[config.mk]
export PLATFORM = sky130hd
export DESIGN_NAME = beep_scheduler_flat
export DESIGN_NICKNAME = d
export VERILOG_FILES = /design/src/rtl/beep_scheduler_if.sv /design/src/rtl/beep_scheduler.sv /design/src/flat_wrapper.sv
export SDC_FILE = /design/constraint.sdc
export NUM_CORES = 1
export LEC_CHECK = 0
export BUFFER_PORTS_ARGS = -buffer_cell sky130_fd_sc_hd__clkbuf_2
export CORE_MARGIN = 4
export CORE_UTILIZATION = 50
export CTS_CLUSTER_SIZE = 30
export DETAILED_ROUTE_END_ITERATION = 12
export GPL_TIMING_DRIVEN = 0
export PLACE_DENSITY_LB_ADDON = 0.12
export RECOVER_POWER = 100
export SLEW_MARGIN = 20
export SYNTH_ARGS = -nofsm -noshare
export SYNTH_HDL_FRONTEND = slang
export SYNTH_SLANG_ARGS = --single-unit
[constraint.sdc]
create_clock -name clk -period 2.76 [get_ports clk]
set_input_delay 0.138 -clock clk [delete_from_list [all_inputs] [get_ports clk]]
set_output_delay 0.138 -clock clk [all_outputs]
set_load 0.02 [all_outputs]
[src/rtl/beep_scheduler_if.sv]
// Buzzer request/grant bundle shared between the requesters (master) and beep_scheduler (slave).
interface beep_scheduler_if;
  logic [3:0]  req;
  logic [7:0]  rate_sel;
  logic [15:0] beep_cnt;
  logic [3:0]  grant;
  logic        busy;
  logic [3:0]  done;
  logic [3:0]  abort;
  logic        beep_out;

  modport master (output req, rate_sel, beep_cnt,
                  input  grant, busy, done, abort, beep_out);
  modport slave  (input  req, rate_sel, beep_cnt,
                  output grant, busy, done, abort, beep_out);
endinterface

[src/rtl/beep_scheduler.sv]
// Fixed-priority buzzer arbiter and beep sequencer for 4 requesters.
// Optional preemption by higher-priority requesters: define BEEP_PREEMPT_EN.
module beep_scheduler #(
  parameter int CLK_HZ = 50_000_000
) (
  input  logic          clk,
  input  logic          rst,
  beep_scheduler_if.slave bus
);
  localparam int N  = 4;
  localparam int CW = $clog2(CLK_HZ/4 + 1);

  typedef enum logic [1:0] {IDLE, ON, OFF} state_e;

  state_e         state_q;
  logic [N-1:0]   grant_q, done_q, abort_q, served_q;
  logic           beep_q;
  logic [1:0]     owner_q, rate_q;
  logic [3:0]     rem_q;
  logic           cont_q;
  logic [CW-1:0]  hcnt_q;

  logic [N-1:0]   elig_d;
  logic           win_vld_d;
  logic [1:0]     win_idx_d;
  logic [1:0]     win_rate_d;
  logic [3:0]     win_cnt_d;

  // Half-period minus one; the H counter runs H-1 down to 0.
  function automatic logic [CW-1:0] hmax(input logic [1:0] r);
    case (r)
      2'd0:    hmax = CW'(CLK_HZ/4  - 1);
      2'd1:    hmax = CW'(CLK_HZ/6  - 1);
      2'd2:    hmax = CW'(CLK_HZ/8  - 1);
      default: hmax = CW'(CLK_HZ/16 - 1);
    endcase
  endfunction

  assign elig_d = bus.req & ~served_q;

  always_comb begin
    win_vld_d = 1'b0;
    win_idx_d = '0;
    for (int k = N-1; k >= 0; k--) begin
      if (elig_d[k]) begin
        win_vld_d = 1'b1;
        win_idx_d = 2'(k);
      end
    end
  end

  assign win_rate_d = bus.rate_sel[{win_idx_d, 1'b0} +: 2];
  assign win_cnt_d  = bus.beep_cnt[{win_idx_d, 2'b00} +: 4];

`ifdef BEEP_PREEMPT_EN
  logic [N-1:0] lower_mask_d;
  assign lower_mask_d = (N'(1) << owner_q) - N'(1);
`endif

  always_ff @(posedge clk or posedge rst) begin
    if (rst) begin
      state_q  <= IDLE;
      grant_q  <= '0;
      done_q   <= '0;
      abort_q  <= '0;
      served_q <= '0;
      beep_q   <= 1'b0;
      owner_q  <= '0;
      rate_q   <= '0;
      rem_q    <= '0;
      cont_q   <= 1'b0;
      hcnt_q   <= '0;
    end else begin
      done_q   <= '0;
      abort_q  <= '0;
      served_q <= served_q & bus.req;
      case (state_q)
        IDLE: begin
          if (win_vld_d) begin
            state_q <= ON;
            grant_q <= N'(1) << win_idx_d;
            beep_q  <= 1'b1;
            owner_q <= win_idx_d;
            rate_q  <= win_rate_d;
            rem_q   <= win_cnt_d;
            cont_q  <= (win_cnt_d == 4'd0);
            hcnt_q  <= hmax(win_rate_d);
          end
        end
        default: begin
          // Owner withdrew: abandon the partial beep and report done.
          if (!bus.req[owner_q]) begin
            state_q <= IDLE;
            grant_q <= '0;
            beep_q  <= 1'b0;
            done_q  <= grant_q;
          end
`ifdef BEEP_PREEMPT_EN
          else if (|(elig_d & lower_mask_d)) begin
            state_q <= IDLE;
            grant_q <= '0;
            beep_q  <= 1'b0;
            abort_q <= grant_q;
          end
`endif
          else if (hcnt_q != '0) begin
            hcnt_q <= hcnt_q - 1'b1;
          end else if (state_q == ON) begin
            state_q <= OFF;
            beep_q  <= 1'b0;
            hcnt_q  <= hmax(rate_q);
          end else if (!cont_q && rem_q == 4'd1) begin
            // Served mask stops a still-held req from retriggering.
            state_q  <= IDLE;
            grant_q  <= '0;
            done_q   <= grant_q;
            served_q <= (served_q & bus.req) | grant_q;
          end else begin
            if (!cont_q) rem_q <= rem_q - 4'd1;
            state_q <= ON;
            beep_q  <= 1'b1;
            hcnt_q  <= hmax(rate_q);
          end
        end
      endcase
    end
  end

  assign bus.grant    = grant_q;
  assign bus.busy     = |grant_q;
  assign bus.done     = done_q;
  assign bus.beep_out = beep_q;
`ifdef BEEP_PREEMPT_EN
  assign bus.abort    = abort_q;
`else
  assign bus.abort    = '0;
  logic unused_abort;
  assign unused_abort = ^abort_q;
`endif

endmodule

[src/flat_wrapper.sv]
// flat-port wrapper written by rule: the top's interface ports become plain ports
module beep_scheduler_flat 
#(
  parameter int CLK_HZ = 50_000_000
)
  (clk, rst, bus_req, bus_rate_sel, bus_beep_cnt, bus_grant, bus_busy, bus_done, bus_abort, bus_beep_out);
  beep_scheduler_if bus_i ();
  input  logic clk;
  input  logic rst;
  input wire logic [$bits(bus_i.req)-1:0] bus_req;
  input wire logic [$bits(bus_i.rate_sel)-1:0] bus_rate_sel;
  input wire logic [$bits(bus_i.beep_cnt)-1:0] bus_beep_cnt;
  output wire logic [$bits(bus_i.grant)-1:0] bus_grant;
  output wire logic [$bits(bus_i.busy)-1:0] bus_busy;
  output wire logic [$bits(bus_i.done)-1:0] bus_done;
  output wire logic [$bits(bus_i.abort)-1:0] bus_abort;
  output wire logic [$bits(bus_i.beep_out)-1:0] bus_beep_out;
  assign bus_i.req = bus_req;
  assign bus_i.rate_sel = bus_rate_sel;
  assign bus_i.beep_cnt = bus_beep_cnt;
  assign bus_grant = bus_i.grant;
  assign bus_busy = bus_i.busy;
  assign bus_done = bus_i.done;
  assign bus_abort = bus_i.abort;
  assign bus_beep_out = bus_i.beep_out;
  beep_scheduler #(.CLK_HZ(CLK_HZ)) u_core (.clk(clk), .rst(rst), .bus(bus_i));
endmodule
### Word-level counts from Yosys, hierarchy flattened

Cells that the tools add are included.

| operators by class | value |
|---|---|
| $add $sub $neg | 2 |
| order comparisons | 1 |
| eq/ne operators | 16 |
| shift operators | 3 |
| muxes and demuxes | 53 |
| bitwise operators | 4 |
| reduce and logical (&&, ||, !) cells | 15 |

Operator list:

| cell | number |
|---|---|
| 24-bit two-way mux | 6 |
| 24-bit case mux with 3 select lines | 2 |
| 4-bit two-way mux | 23 |
| 24-bit nonzero test | 1 |
| 24-bit by 1-bit subtractor with 24-bit output (second input constant) | 1 |
| 2-bit two-way mux | 9 |
| 16-bit by 5-bit indexed part select with 4-bit output | 1 |
| 1-bit two-way mux | 12 |
| 3-bit != test (second input constant) | 3 |
| 4-bit AND | 2 |
| 2-bit != test (second input constant) | 4 |
| 8-bit by 4-bit indexed part select with 2-bit output | 1 |
| 2-bit by 1-bit equality test with 1-bit output (second input constant) | 3 |
| 2-bit logical NOT | 3 |
| 3-bit AND reduction | 2 |
| 6-bit AND reduction | 1 |
| 2-bit equality test (second input constant) | 2 |
| 4-bit by 1-bit equality test with 1-bit output (second input constant) | 1 |
| 4-bit logical NOT | 1 |
| 4-bit by 2-bit != test with 1-bit output (second input constant) | 1 |
| 4-bit != test (second input constant) | 1 |
| 4-bit NOT | 1 |
| 4-bit bitwise OR | 1 |
| 2-bit AND reduction | 2 |
| other kinds (10) | 10 |

| storage, ports and cells | value |
|---|---|
| bits in registers | 48 |
| input bits | 30 |
| output and inout bits | 14 |

### Longest topological paths before layout

Gate-level depths: netlist (run 1).

| depth | value |
|---|---|
| depth after elaboration | 11 |
| depth in mapped cells | 11 |

### Worst setup path after synthesis (run 1)

No wires, ideal clock.

| timing path | value |
|---|---|
| path type | reg-to-reg |
| start point | register u_core.hcnt_q[3] |
| end point | register u_core.hcnt_q[16] |
| arrival | 2551 ps |
| required time | 2638 ps |
| path slack | 88 ps |
| cell stages (with the launch flop) | 9 |
| clock period less this slack | 2672 ps |
| cell sequence | dfrtp_1 or4_1 buf_2 or4_4 buf_6 or3_1 buf_2 buf_6 a32o_1 |

| between the ends | value |
|---|---|
| word-level cells in the longest chain between the ends | 4 |

Ends and longest elaborated chain:

| item | RTL line | text |
|---|---|---|
| from (decl) | beep_scheduler.sv:21 | `logic [CW-1:0] hcnt_q;` |
| from (signal assigned) | beep_scheduler.sv:87 | `hcnt_q <= hmax(win_rate_d);` |
| from (signal assigned) | beep_scheduler.sv:107 | `hcnt_q <= hcnt_q - 1'b1;` |
| from (signal assigned) | beep_scheduler.sv:111 | `hcnt_q <= hmax(rate_q);` |
| 24-bit by 1-bit subtractor with 24-bit output / 24-bit nonzero test (equally long branches) | beep_scheduler.sv:107, beep_scheduler.sv:106 |  |
| 24-bit two-way mux | beep_scheduler.sv:106 | `else if (hcnt_q != '0) begin` |
| 24-bit two-way mux | beep_scheduler.sv:92 | `if (!bus.req[owner_q]) begin` |
| 24-bit two-way mux | beep_scheduler.sv:77 | `case (state_q)` |

Several ways; a longest one is shown, not always the timed one. The select of a mux whose other input is x is not followed.
A chain may end at the register's enable or synchronous reset.

### Final worst setup path (run 1)

| timing path | value |
|---|---|
| start point | register u_core.hcnt_q[18] |
| end point | register u_core.rem_q[2] |

| between the ends | value |
|---|---|
| word-level cells in the longest chain between the ends | 3 |

Ends and longest elaborated chain:

| item | RTL line | text |
|---|---|---|
| 24-bit nonzero test | beep_scheduler.sv:106 |  |
| 2-bit != test (no source line) | - |  |
| 6-bit AND reduction (no source line) | - |  |
| to (signal assigned) | beep_scheduler.sv:85 | `rem_q <= win_cnt_d;` |
| to (signal assigned) | beep_scheduler.sv:119 | `if (!cont_q) rem_q <= rem_q - 4'd1;` |
| to (decl) | beep_scheduler.sv:19 | `logic [3:0] rem_q;` |

No other way between the ends.

==> results, run 1 <==
- The clock insertion delay at the later pin of the skew report is around 310 ps.
- The number of antenna cells inserted is 0.
- The number of unique standard cell types used by synthesis is 70.
- The analysis attributes to cell leakage a power of 1.732 nW.
- The synthesized netlist cell count is approximately 390.
- The clock passes through at most 2 buffers.
- The utilization after layout is 61.51%.
- Routability-driven placement finished with a final weighted congestion of 0.8926.
- Per report_power, the clock group accounts for a little under an eighth of the total.
- The sum of met3 wire segment lengths after detailed routing is slightly below 900 um.
- The number of global-route vias before repair was between 3000 and 4000.
- The total congestion overflow is 0.
- The placed instances occupy a cell area of 3834 um2.
- Clock-pin slew was measured on the worst setup and hold paths at 90 ps.
- The number of enable-type register cells in the synthesized netlist is 0.
- The antenna violation net count after detailed routing is 0.
- Entering global routing, the biggest net connects 26 pins.
- In the final timing run, aggregate negative setup slack is 0 ps.
- The floorplan die width is 91.51 um.
- The core region is slightly below 7000 um2.
- Traced cell by cell, the critical path runs through or4_4, or4_4, o41ai_1, clkbuf_2, o21ai_2, a22o_1.
- Summed over all nets, the switching power comes to 1.788 mW.
- The final number of max-transition violations is 0.
- Each instance of the synthesized netlist takes up on average ~9 um2.
- For this design, the slowest cell found on the critical path is or4_4.
- The post-synthesis to final-layout area growth is 19.84%.
- The path class of the tightest hold or removal check is input pin to flip-flop.
- For the worst setup path, the data required time is about 3000 ps.
- The number of endpoints failing setup at the final stage is 0.
- Combinational cells account for between 50% and 60% of the total power.
- Wires add up to roughly 11000 um.
- In this run the power density over the cells is 900.1 nW/um2.
- The flow ran to the end, and the final reports show no timing, DRC or antenna violations.
- For this block, wires on met1 add up to roughly 4700 um.
- The number of storage elements in the synthesis netlist is 48.
- For this design, the sink count on the clock tree is 48.
- The standard-cell row count is 30.
- The number of fill cells in the layout is between 500 and 600.
- Detailed routing inserted a total of 3555 vias.
- Port buffering added 39 buffers.
- The TritonCTS buffer count is 5.
- Global routing used about a quarter of the available tracks across all layers.
- Measured against its own limit, the worst slew margin works out to about a quarter.
- Summed over all nets, the half-perimeter wirelength after detailed placement is 7408 um.
- The smallest clock period supported by the final layout is computed as between 2000 and 3000 ps.
- The routed via count divided by cell count is between 6 and 7.
- The peak per-stage delay on the critical path is about 640 ps.
- The transition time at the pin with the least slew margin is roughly 1100 ps.
- The highest routing layer actually used is met4.
- STA classifies the critical path endpoint as a flip-flop.
- The cell class contributing the biggest share of worst-path delay is simple AND/OR/NAND/NOR gates.
- The tool flagged a number of max-cap violations equal to 0.
- The predominant post-synthesis flop cell is dfrtp_1.
- In this run switching power makes up between 40% and 50% of total power.
- The die is between 90 and 100 um tall.
- The floorplan step defined a die boundary enclosing approximately 8400 um2.
- The clock skew after layout is 12.68 ps.
- The number of hold-slack violations in the final timing report is 0.
- At the end of the flow, the number of nets in the layout was 494.
- In this run the clock root is driven by a clkbuf_8.
- The fraction of synthesis flops using an asynchronous set or reset pin is 100.0%.
- The number of antenna violations at the first check in global routing is 0.
- The clock tree from TritonCTS is built.
- The wire length of the first global-routing pass is between 15000 and 20000 um.
- The maximum level of the CTS H-tree is 2.
- For this run, the top clock speed supported by timing is 367.0 MHz.
- After detailed routing, the number of remaining DRC violations is 0.
- The data arrival at the endpoint of the critical path is around 3000 ps.
- The post-synthesis cell area is roughly 3500 um2.
- The detailed router finished its first iteration with 487 violations.
- Dividing the detail-routed wire length by the instance count gives slightly below 20 um.
- The number of non-filler instances in the completed layout is between 500 and 600.
- The startpoint class of the critical path is a flip-flop.
- The peak ir drop on the vdd network is ~510 uV.
- The library cell appearing most often on the critical path is or4_4.
- The final critical path takes up between 90% and 100% of the cycle.
- The total non-filler cell area in the finished layout is between 4000 and 5000 um2.
- Of all nets on the critical path, the largest fanout is 9.
- The Yosys step of the flow raised 0 warnings.
- The tightest hold path in the finished design has a slack of approximately 130 ps.
- The first detailed-routing pass ran for 6 iterations.
- The post-route netlist has 24.94% of its cells at a drive strength greater than 1.
- Including well taps, the total number of placed cells is about 530.
- The sequential area share after synthesis is 34.45%.
- The total internal power is just under 2 mW.
- The worst setup path is of the flip-flop to flip-flop kind.
- The routed design uses approximately 5000 um of met2 wire.
- The initial core utilization is 51.33%.
- Together, buffers and inverters on the worst path number 1.
- The share of total power dissipated in sequential elements is roughly a third.
- The number of top-level pins is 44.
==> flip-flops by register name, indices dropped and copies added (netlist names) <==
register / flops
u_core.rem_q: 4
u_core.bus.done: 4
u_core.bus.grant: 4
u_core.served_q: 4
u_core.state_q: 2
u_core.rate_q: 2
u_core.bus.beep_out: 1
u_core.cont_q: 1
u_core.hcnt_q: 24
u_core.owner_q: 2
==> cell usage in the layout, fill, tap and decap left out, types with 7 or more instances in the layout <==
cell type,Yosys,routed
o31ai_1,10,9
clkbuf_2,0,34
o21ai_0,16,15
a211oi_1,10,10
buf_4,4,15
or3_1,8,7
ha_1,16,16
a21oi_1,22,18
a22o_1,9,9
or4_1,9,7
nand2_1,20,20
dfrtp_1,48,44
clkbuf_1,16,18
nor2_1,30,29
nor3_1,13,7
nand3_1,9,9
inv_1,15,14
==> worst register-to-register path: stages (launching register included) <==
cell,delay [ps]
dfrtp_2,450
or4_4,570
or4_4,640
o41ai_1,380
clkbuf_2,270
o21ai_2,80
a22o_1,250
==> power by group through the flow <==
stage / clock (mW) / sequential (mW) / combinational (mW)
6_report: 0.427 / 1.23 / 2.11
5_1_grt: 0.457 / 1.27 / 2.27
2_1_floorplan: 0 / 1.19 / 1.39
3_5_place_dp: 0 / 1.24 / 1.89
3_3_place_gp: 0 / 1.22 / 1.86
4_1_cts: 0.433 / 1.21 / 2.00
==> per-layer routing <==
layer | GRT usage (%) | vias to the layer above
met5 | 0 | -
met4 | 8.166 | 0
met3 | 3.977 | 27
met2 | 36.76 | 171
met1 | 35.00 | 1725
li1 | - | 1632
==> metrics by stage <==
step | setup WS (ps) | power [mW]
5_1_grt | -15.77 | 3.998
2_1_floorplan | 87.79 | 2.581
6_report | 35.49 | 3.762
3_3_place_gp | -481.8 | 3.078
3_5_place_dp | -590.5 | 3.123
4_1_cts | 1.580 | 3.641
==> cell usage after synthesis, drive strengths merged, types with 5 or more instances <==
cell type   n  area share [%]
nor4        7             1.3
o211ai      9             2.4
dfrtp      48              34
and2        6             1.1
ha         16             5.7
clkbuf     16             1.7
nand3       9             1.3
a21oi      22             3.2
o21ai      19             3.2
a31oi       7             1.3
a2bb2oi     6             1.5
a211oi     10             2.2
nand2      21             2.3
or2         5            0.90
a22o        9             2.3
or4        11             2.6
nand4       5            0.90
or3         8             1.4
nand2b      7             1.3
inv        15             1.6
nor3       13             1.9
buf        10             2.0
o31ai      10             2.2
nor2       30             3.2
==> timing repair <==
action,4_1_cts,5_1_grt
gates cloned,0,1
buffers inserted,7,5
endpoints found under the setup margin,37,34
endpoints found under the hold margin,24,0
hold buffers,1,0
pin swaps,3,7
resized for setup,24,40
==> logic make-up after synthesis <==
| logic type | after synthesis | synth area share, % |
|---|---|---|
| buffers and inverters | 41 | 5.382 |
| xor gates and xnor gates | 2 | 0.5024 |
| other | 1 | 0.1075 |
| adders and majority gates | 16 | 5.741 |
| muxes | 6 | 2.153 |
| and+or+nand+nor | 136 | 21.28 |
| AOI/OAI and AO/OA | 138 | 30.39 |
| DFF | 48 | 34.45 |
==> final timing paths <==
path / start / to / slack, ps / depth (start not counted)
setup / recovery: u_core.hcnt_q[18]$_DFFE_PP0P_ / u_core.rem_q[2]$_DFFE_PP0P_ / 40 / 6
hold / removal: bus_req[0] / u_core.served_q[0]$_DFF_PP0_ / 130 / 2
setup reg to reg: u_core.hcnt_q[18]$_DFFE_PP0P_ / u_core.rem_q[2]$_DFFE_PP0P_ / 40 / 6
hold reg to reg: u_core.hcnt_q[11]$_DFFE_PP0P_ / u_core.hcnt_q[11]$_DFFE_PP0P_ / 510 / 1
max in group asynchronous: rst / u_core.hcnt_q[18]$_DFFE_PP0P_ / 470 / 4
min in group asynchronous: rst / u_core.bus.done[0]$_DFF_PP0_ / 560 / 3
==> layout make-up <==
cell class | instances | area [um2] | area share, %
multi-input cells | 303 | 2277 | 54.49
plain buffers | 22 | 141.4 | 3.383
clock inverters | 3 | 18.77 | 0.4491
flip-flops and latches | 48 | 1206 | 28.86
well taps | 96 | 120.1 | 2.874
repair buffers | 53 | 290.3 | 6.946
clock buffers | 5 | 68.82 | 1.647
inverters | 15 | 56.30 | 1.347
Note: power is estimated with default switching activity, not from simulation.
==> inputs of run 2 (changes only) <==
--- a/config.mk
+++ b/config.mk
@@ -6,12 +6,13 @@
 export NUM_CORES = 1
 export LEC_CHECK = 0
 export BUFFER_PORTS_ARGS = -buffer_cell sky130_fd_sc_hd__clkbuf_2
+export CAP_MARGIN = 15
 export CORE_MARGIN = 4
 export CORE_UTILIZATION = 50
 export CTS_CLUSTER_SIZE = 30
 export DETAILED_ROUTE_END_ITERATION = 12
 export GPL_TIMING_DRIVEN = 0
-export PLACE_DENSITY_LB_ADDON = 0.12
+export PLACE_DENSITY_LB_ADDON = 0.3
 export RECOVER_POWER = 100
 export SLEW_MARGIN = 20
 export SYNTH_ARGS = -nofsm -noshare
==> run 2 against run 1 <==
  * Die area unchanged
  * Clock skew rose by 1.2 ps
  * Combinational power barely moved
  * Global-route usage rose by 1.1 points
  * Fmax down 0.98%
  * Worst hold slack got worse by 4.7 ps
  * Wire length shrank 0.45%
  * Highest routed layer unchanged
  * Total power grew 0.81%
  * Utilization grew 0.57 points
  * Non-clock buffer count up 6
  * Clock power rose by 2%
==> results, run 2 (synthesis gave the netlist of run 1 again) <==
- Most used cells in the layout excluding fill and tap cells: dfrtp_1 (46), clkbuf_2 (33), nor2_1 (29) (was dfrtp_1 (44), clkbuf_2 (34), nor2_1 (29)).
- The kind of critical path is flip-flop to flip-flop (unchanged).
- The final number of max-transition violations is 0 (unchanged).
- The peak per-stage delay on the critical path is 630 ps (was 640 ps).
- The initial core utilization is 51.33% (unchanged).
- The sequential share of power is 32.4% (was 32.6%).
- The initial detailed-routing violation count was 498 (was 487).
- The number of buffers inserted by port buffering came to 39 (unchanged).
- The final period demand of the worst path is 2751 ps (was 2725 ps).
- The register name with the most flops was u_core.hcnt_q (unchanged).
- The switching part of the total is 46.96% (was 47.54%).
- The total buffers and inverters traversed by the critical path is 2 (was 1).
- The logic gate share of total power is 56.1% (was 56.0%).
- The pin count of the biggest net entering global routing is 34 (was 26).
- The number of hold-slack violations in the final timing report is 0 (unchanged).
- The average routed wire per standard cell is 19.57 um (was 19.84 um).
- The standard-cell row count is 30 (unchanged).
- The reported max-cap violation count is 0 (unchanged).
- The area used by multi-input combinational logic is 2285 um2 (was 2277 um2).
- Setup repair after global routing could not meet its margin everywhere.
- Result of the run: complete, no violations (unchanged).
- The critical register-to-register path startpoint is u_core.hcnt_q[17]$_DFFE_PP0P_ (was u_core.hcnt_q[18]$_DFFE_PP0P_).
- The area enclosed by the die boundary is 8374 um2 (unchanged).
- The launch instance of the worst min-delay path is bus_req[3] (was bus_req[0]).
- List of cells traversed by the critical path: or4_4, or4_4, buf_4, o41ai_4, buf_4, nand4_1, o211a_1 (was or4_4, or4_4, o41ai_1, clkbuf_2, o21ai_2, a22o_1).
- The number of design rule violations left after detail routing was 0 (unchanged).
- The required time at the endpoint of the critical path is 2970 ps (was 2960 ps).
- The peak ir drop on the vdd network is 366.8 uV (was 512.1 uV).
- The largest buffer count on any clock path came to 2 (unchanged).
- The floorplan die width was 91.51 um (unchanged).
- The worst-path maximum fanout is 7 (was 9).
- The clock insertion delay at the later pin of the skew report came to 320 ps (was 310 ps).
- The slowest cell on the critical path is or4_4 (unchanged).
- The via count is 3593 (was 3555).
- The share of total power in the clock network is 11.5% (was 11.3%).
- The number of top-level pins is 44 (unchanged).
- The power per standard cell area came to 899.1 nW/um2 (was 900.1 nW/um2).
- The post-layout net count is 499 (was 494).
- The number of antenna violations at the first check in global routing is 0 (unchanged).
- The global-route total usage across every layer is 25.38% (was 24.27%).
- The routability congestion estimate is 0.9628 (was 0.8926).
- The clock net sink count is 48 (unchanged).
- The post-detailed-placement half-perimeter wirelength was 7541 um (was 7408 um).
- The number of antenna cells inserted is 0 (unchanged).
- The area of the placeable core was 6794 um2 (unchanged).
- The number of fill cells in the layout is 570 (was 595).
- The number of flip-flops under the largest register name is 24 (unchanged).
- The maximum achievable frequency was 363.5 MHz (was 367.0 MHz).
- The most frequent standard cell in the layout excluding fill and tap cells is dfrtp_1 (unchanged).
- The total internal power came to 2.011 mW (was 1.973 mW).
- The CTS clock-pin slew for the worst setup and hold paths came to 100 ps (was 90 ps).
- The TritonCTS buffer count was 5 (unchanged).
- The post-synthesis to final-layout area growth was 20.95% (was 19.84%).
- The depth of the worst register-to-register path is 7 (was 6).
- The number of global-route vias before repair is 3351 (was 3198).
- The number of cells after detailed placement came to 527 (unchanged).
- The routed via count divided by cell count is 6.533 (was 6.523).
- The end of the worst register-to-register path is u_core.rem_q[0]$_DFFE_PP0P_ (was u_core.rem_q[2]$_DFFE_PP0P_).
- The switching power total was 1.781 mW (was 1.788 mW).
- The internal reg-to-reg setup slack was 9 ps (was 40 ps).
- The buffer type at the clock tree root is clkbuf_8 (unchanged).
- The number of endpoints failing setup at the final stage is 0 (unchanged).
- The critical path capture point type is a flip-flop (unchanged).
- The fraction of final layout cells sized beyond drive strength 1 is 25.99% (was 24.94%).
- The startpoint class of the critical path is a flip-flop (unchanged).
- The overall power of the completed layout is 3.792 mW (was 3.762 mW).
- The final critical-path share of the clock period is 99.69% (was 98.71%).
- The transition time at the pin with the least slew margin is 1078 ps (was 1120 ps).
- The data arrival at the endpoint of the critical path is 2960 ps (was 2930 ps).
- The y dimension of the die is 91.51 um (unchanged).
- The number of non-filler instances in the completed layout is 550 (was 545).
- The cell class contributing the biggest share of worst-path delay is simple AND/OR/NAND/NOR gates (unchanged).
- The terminating pin of the worst hold path is u_core.served_q[3]$_DFF_PP0_ (was u_core.served_q[0]$_DFF_PP0_).
- The wire length of the first global-routing pass is 17200 um (was 16380 um).
- The leakage power came to 1.761 nW (was 1.732 nW).
- The area occupied by registers was 1204 um2 (was 1206 um2).
- The worst relative slew slack is 27.19% (was 25.31%).
- The utilization after layout is 62.08% (was 61.51%).
- The worst hold path depth was 2 (unchanged).
- The antenna violation net count after detailed routing was 0 (unchanged).
- The maximum level of the CTS H-tree is 2 (unchanged).
- The clock tree from TritonCTS is built (unchanged).
- The final wirelength is 10760 um (was 10810 um).
- The clock skew after layout was 13.88 ps (was 12.68 ps).
- The number of detailed-route iterations in the first pass is 8 (was 6).
- The total congestion overflow is 0 (unchanged).
- The type of the tightest min-delay check is input pin to flip-flop (unchanged).
==> run 2: layer usage <==
| metal | track usage (%) | share of wire, % | vias to the layer above |
|---|---|---|---|
| li1 | - | - | 1635 |
| met1 | 34.99 | 42 | 1742 |
| met2 | 39.93 | 48 | 191 |
| met3 | 4.225 | 7.6 | 25 |
| met4 | 9.296 | 2.1 | 0 |
| met5 | 0 | 0 | - |
==> run 2: cell type report <==
cell class                      count  area share [%]
Tap cell                           96           2.848
Multi-Input combinational cell    302           54.17
Clock inverter                      3          0.4450
Timing Repair Buffer               58           7.713
Sequential cell                    48           28.54
Clock buffer                        5           1.632
Buffer                             23           3.322
Inverter                           15           1.335
==> run 2: power by group through the flow <==
stage | Clock (mW) | Combinational [mW] | Sequential, mW
after floorplan | 0 | 1.39 | 1.19
after CTS | 0.441 | 2.05 | 1.21
after global routing | 0.468 | 2.32 | 1.26
final | 0.437 | 2.13 | 1.23
after detailed placement | 0 | 1.89 | 1.23
after global placement | 0 | 1.82 | 1.22
==> run 2: metrics by stage <==
step | setup slack [ps] | hold slack [ps] | TNS, ps | instance area [um2]
global route | -18.11 | 122.9 | -34.06 | 4218
floorplan | 87.79 | 277.7 | 0 | 3498
finish | 8.664 | 125.9 | 0 | 4218
detailed placement | -500.0 | 130.9 | -8059 | 3834
CTS | -5.292 | 113.1 | -8.053 | 4094
global placement | -449.0 | 425.2 | -6892 | 3814
==> run 2: how the worst max path moves through the flow <==
stage	cells past startpoint	slack, ps	to	from
4_1_cts	10	-5	u_core.hcnt_q[16]$_DFFE_PP0P_	u_core.served_q[1]$_DFF_PP0_
6_report	7	9	u_core.rem_q[0]$_DFFE_PP0P_	u_core.hcnt_q[17]$_DFFE_PP0P_
3_3_place_gp	10	-450	u_core.hcnt_q[3]$_DFFE_PP0P_	u_core.served_q[1]$_DFF_PP0_
5_1_grt	8	-20	u_core.rem_q[0]$_DFFE_PP0P_	u_core.hcnt_q[3]$_DFFE_PP0P_
3_5_place_dp	10	-500	u_core.hcnt_q[3]$_DFFE_PP0P_	u_core.served_q[1]$_DFF_PP0_
2_1_floorplan	8	90	u_core.hcnt_q[16]$_DFFE_PP0P_	u_core.hcnt_q[3]$_DFFE_PP0P_
==> run 2: what timing repair did <==
action,4_1_cts,5_1_grt
resized for setup,26,33
buffers inserted,10,7
hold buffers,1,0
pin swaps,3,4
hold endpoints to repair,15,0
setup endpoints to repair,38,26
==> inputs of run 3 (changes only) <==
--- a/config.mk
+++ b/config.mk
@@ -8,7 +8,7 @@
 export BUFFER_PORTS_ARGS = -buffer_cell sky130_fd_sc_hd__clkbuf_2
 export CAP_MARGIN = 15
 export CORE_MARGIN = 4
-export CORE_UTILIZATION = 50
+export CORE_UTILIZATION = 49
 export CTS_CLUSTER_SIZE = 30
 export DETAILED_ROUTE_END_ITERATION = 12
 export GPL_TIMING_DRIVEN = 0
==> run 3 against run 2 <==
  * Wire length fell by 2.7%
  * Global-route usage fell by 1.3 points
  * Total power fell by 0.22%
  * Sequential power barely moved
  * Clock-buffer cell count did not move
  * Non-clock buffer count did not move
  * Fmax rose by 0.56%
  * Critical path type unchanged
==> results, run 3 (synthesis gave the netlist of run 1 again) <==
- Result of the run: complete, no violations (unchanged).
- The routed via count divided by cell count is 6.585 (was 6.533).
- The area used by multi-input combinational logic is 2266 um2 (was 2285 um2).
- The worst hold path depth is 2 (unchanged).
- The routability congestion estimate was 0.9339 (was 0.9628).
- The y dimension of the die is 92.36 um (was 91.51 um).
- The number of detailed-route iterations in the first pass was 6 (was 8).
- The depth of the worst register-to-register path was 5 (was 7).
- The peak ir drop on the vdd network is 429.9 uV (was 366.8 uV).
- The fraction of final layout cells sized beyond drive strength 1 is 25.99% (unchanged).
- The global-route total usage across every layer is 24.07% (was 25.38%).
- The number of cells after detailed placement is 527 (unchanged).
- The number of global-route vias before repair came to 3261 (was 3351).
- The total congestion overflow is 0 (unchanged).
- The worst relative slew slack came to 31.68% (was 27.19%).
- The kind of critical path is flip-flop to flip-flop (unchanged).
- The largest buffer count on any clock path came to 2 (unchanged).
- The most frequent standard cell in the layout excluding fill and tap cells was dfrtp_1 (unchanged).
- The final number of max-transition violations is 0 (unchanged).
- The maximum achievable frequency came to 365.5 MHz (was 363.5 MHz).
- The peak per-stage delay on the critical path was 660 ps (was 630 ps).
- The number of buffers inserted by port buffering is 39 (unchanged).
- The buffer type at the clock tree root is clkbuf_8 (unchanged).
- The worst-path maximum fanout was 10 (was 7).
- The number of fill cells in the layout is 602 (was 570).
- The total buffers and inverters traversed by the critical path is 0 (was 2).
- The area occupied by registers is 1205 um2 (was 1204 um2).
- The worst setup slack after layout is 23.97 ps (was 8.664 ps).
- The total non-filler cell area in the finished layout is 4224 um2 (was 4218 um2).
- The data arrival at the endpoint of the critical path is 2980 ps (was 2960 ps).
- The number of flip-flops under the largest register name is 24 (unchanged).
- The antenna violation net count after detailed routing came to 0 (unchanged).
- The number of antenna violations at the first check in global routing is 0 (unchanged).
- List of cells traversed by the critical path: or4_1, nor3_2, nand2_1, or3_1, a21oi_1 (was or4_4, or4_4, buf_4, o41ai_4, buf_4, nand4_1, o211a_1).
- The clock net sink count is 48 (unchanged).
- The internal reg-to-reg setup slack was 20 ps (was 9 ps).
- The post-synthesis to final-layout area growth is 21.13% (was 20.95%).
- The number of top-level pins is 44 (unchanged).
- The leakage power is 1.726 nW (was 1.761 nW).
- The via count is 3622 (was 3593).
- The average routed wire per standard cell is 19.04 um (was 19.57 um).
- The worst slack on hold paths is 107.6 ps (was 125.9 ps).
- The post-placement setup slack is -509.0 ps (was -500.0 ps).
- The clock insertion delay at the later pin of the skew report is 320 ps (about the same).
- The area enclosed by the die boundary is 8530 um2 (was 8374 um2).
- The final wirelength is 10470 um (was 10760 um).
- The required time at the endpoint of the critical path is 3000 ps (was 2970 ps).
- The TritonCTS buffer count came to 5 (unchanged).
- The area of the placeable core was 6869 um2 (was 6794 um2).
- The initial core utilization came to 50.77% (was 51.33%).
- The transition time at the pin with the least slew margin is 1024 ps (was 1078 ps).
- The standard-cell row count is 30 (unchanged).
- RSZ-0062 raised after global routing: yes (unchanged).
- The startpoint class of the critical path was a flip-flop (unchanged).
- The overall power of the completed layout is 3.784 mW (was 3.792 mW).
- The end of the worst register-to-register path is u_core.state_q[1]$_DFFE_PP0P_ (was u_core.rem_q[0]$_DFFE_PP0P_).
- The launch instance of the worst min-delay path is bus_req[3] (unchanged).
- The maximum level of the CTS H-tree is 2 (unchanged).
- The number of non-filler instances in the completed layout was 550 (unchanged).
- The floorplan die width was 92.36 um (was 91.51 um).
- The critical path capture point type is a flip-flop (unchanged).
- The post-detailed-placement half-perimeter wirelength came to 7543 um (was 7541 um).
- The terminating pin of the worst hold path is u_core.served_q[3]$_DFF_PP0_ (unchanged).
- The type of the tightest min-delay check is input pin to flip-flop (unchanged).
- The clock skew after layout was 7.282 ps (was 13.88 ps).
- The number of hold-slack violations in the final timing report came to 0 (unchanged).
- The cell area after placement is 3834 um2 (unchanged).
- The reported max-cap violation count is 0 (unchanged).
- The clock tree from TritonCTS is built (unchanged).
- The number of design rule violations left after detail routing was 0 (unchanged).
- The CTS clock-pin slew for the worst setup and hold paths is 100 ps (about the same).
- The number of antenna cells inserted is 0 (unchanged).
- The pin count of the biggest net entering global routing is 26 (was 34).
- The final period demand of the worst path is 2736 ps (was 2751 ps).
- The post-layout net count is 499 (unchanged).
- The slowest cell on the critical path is or4_1 (was or4_4).
- The power per standard cell area is 895.8 nW/um2 (was 899.1 nW/um2).
- The critical register-to-register path startpoint is u_core.hcnt_q[10]$_DFFE_PP0P_ (was u_core.hcnt_q[17]$_DFFE_PP0P_).
- The final critical-path share of the clock period is 99.13% (was 99.69%).
- The register name with the most flops is u_core.hcnt_q (unchanged).
- The number of endpoints failing setup at the final stage is 0 (unchanged).
- Most used cells in the layout excluding fill and tap cells: dfrtp_1 (45), clkbuf_2 (33), nor2_1 (29) (was dfrtp_1 (46), clkbuf_2 (33), nor2_1 (29)).
- The initial detailed-routing violation count is 376 (was 498).
- The wire length of the first global-routing pass is 16600 um (was 17200 um).
- The cell class contributing the biggest share of worst-path delay was simple AND/OR/NAND/NOR gates (unchanged).
run 3: cell count changes in the layout (fill, tap and decap cells not counted), sizes merged:
cell	change
clkbuf	+1
clkinv	-2
clkinvlp	+2
buf	-1
run 3: worst max path at each step:
stage / end / startpoint / depth (start not counted)
finish: u_core.state_q[1]$_DFFE_PP0P_ / u_core.hcnt_q[10]$_DFFE_PP0P_ / 5
global placement: u_core.hcnt_q[3]$_DFFE_PP0P_ / u_core.served_q[1]$_DFF_PP0_ / 10
detailed placement: u_core.hcnt_q[12]$_DFFE_PP0P_ / u_core.served_q[0]$_DFF_PP0_ / 10
global route: u_core.state_q[1]$_DFFE_PP0P_ / u_core.hcnt_q[10]$_DFFE_PP0P_ / 5
floorplan: u_core.hcnt_q[16]$_DFFE_PP0P_ / u_core.hcnt_q[3]$_DFFE_PP0P_ / 8
CTS: u_core.hcnt_q[12]$_DFFE_PP0P_ / u_core.served_q[2]$_DFF_PP0_ / 10
run 3: area by class of cell:
class                           count  area share [%]
Buffer                             23           3.466
Clock buffer                        5           1.629
Clock inverter                      3          0.5628
Inverter                           15           1.333
Multi-Input combinational cell    302           53.64
Sequential cell                    48           28.52
Tap cell                           96           2.844
Timing Repair Buffer               58           7.998
run 3: through the flow:
stage	setup TNS, ps	utilization, %
after floorplan	0	-
after global placement	-7322	55.52
after detailed placement	-7565	55.81
after CTS	0	59.34
after global routing	-43.00	61.49
final	0	61.49
run 3: where the power goes:
group	total, mW	leakage, nW	internal, mW	switching (mW)
Sequential	1.23	0.580	0.951	0.276
Clock	0.447	0.0404	0.180	0.267
Combinational	2.11	1.11	0.875	1.23
run 3: routing by layer:
layer	part of all wire (%)	track usage, %
met5	0	0
met4	3.2	9.158
met3	7.3	4.062
met2	47	36.98
met1	43	33.90
run 3: what timing repair did:
action,in CTS,in global routing
buffers inserted,8,9
gates resized for setup,26,34
endpoints found under the setup margin,38,25
hold endpoints to repair,24,0
cloned,0,0
pin swaps,2,5
hold buffers,1,0
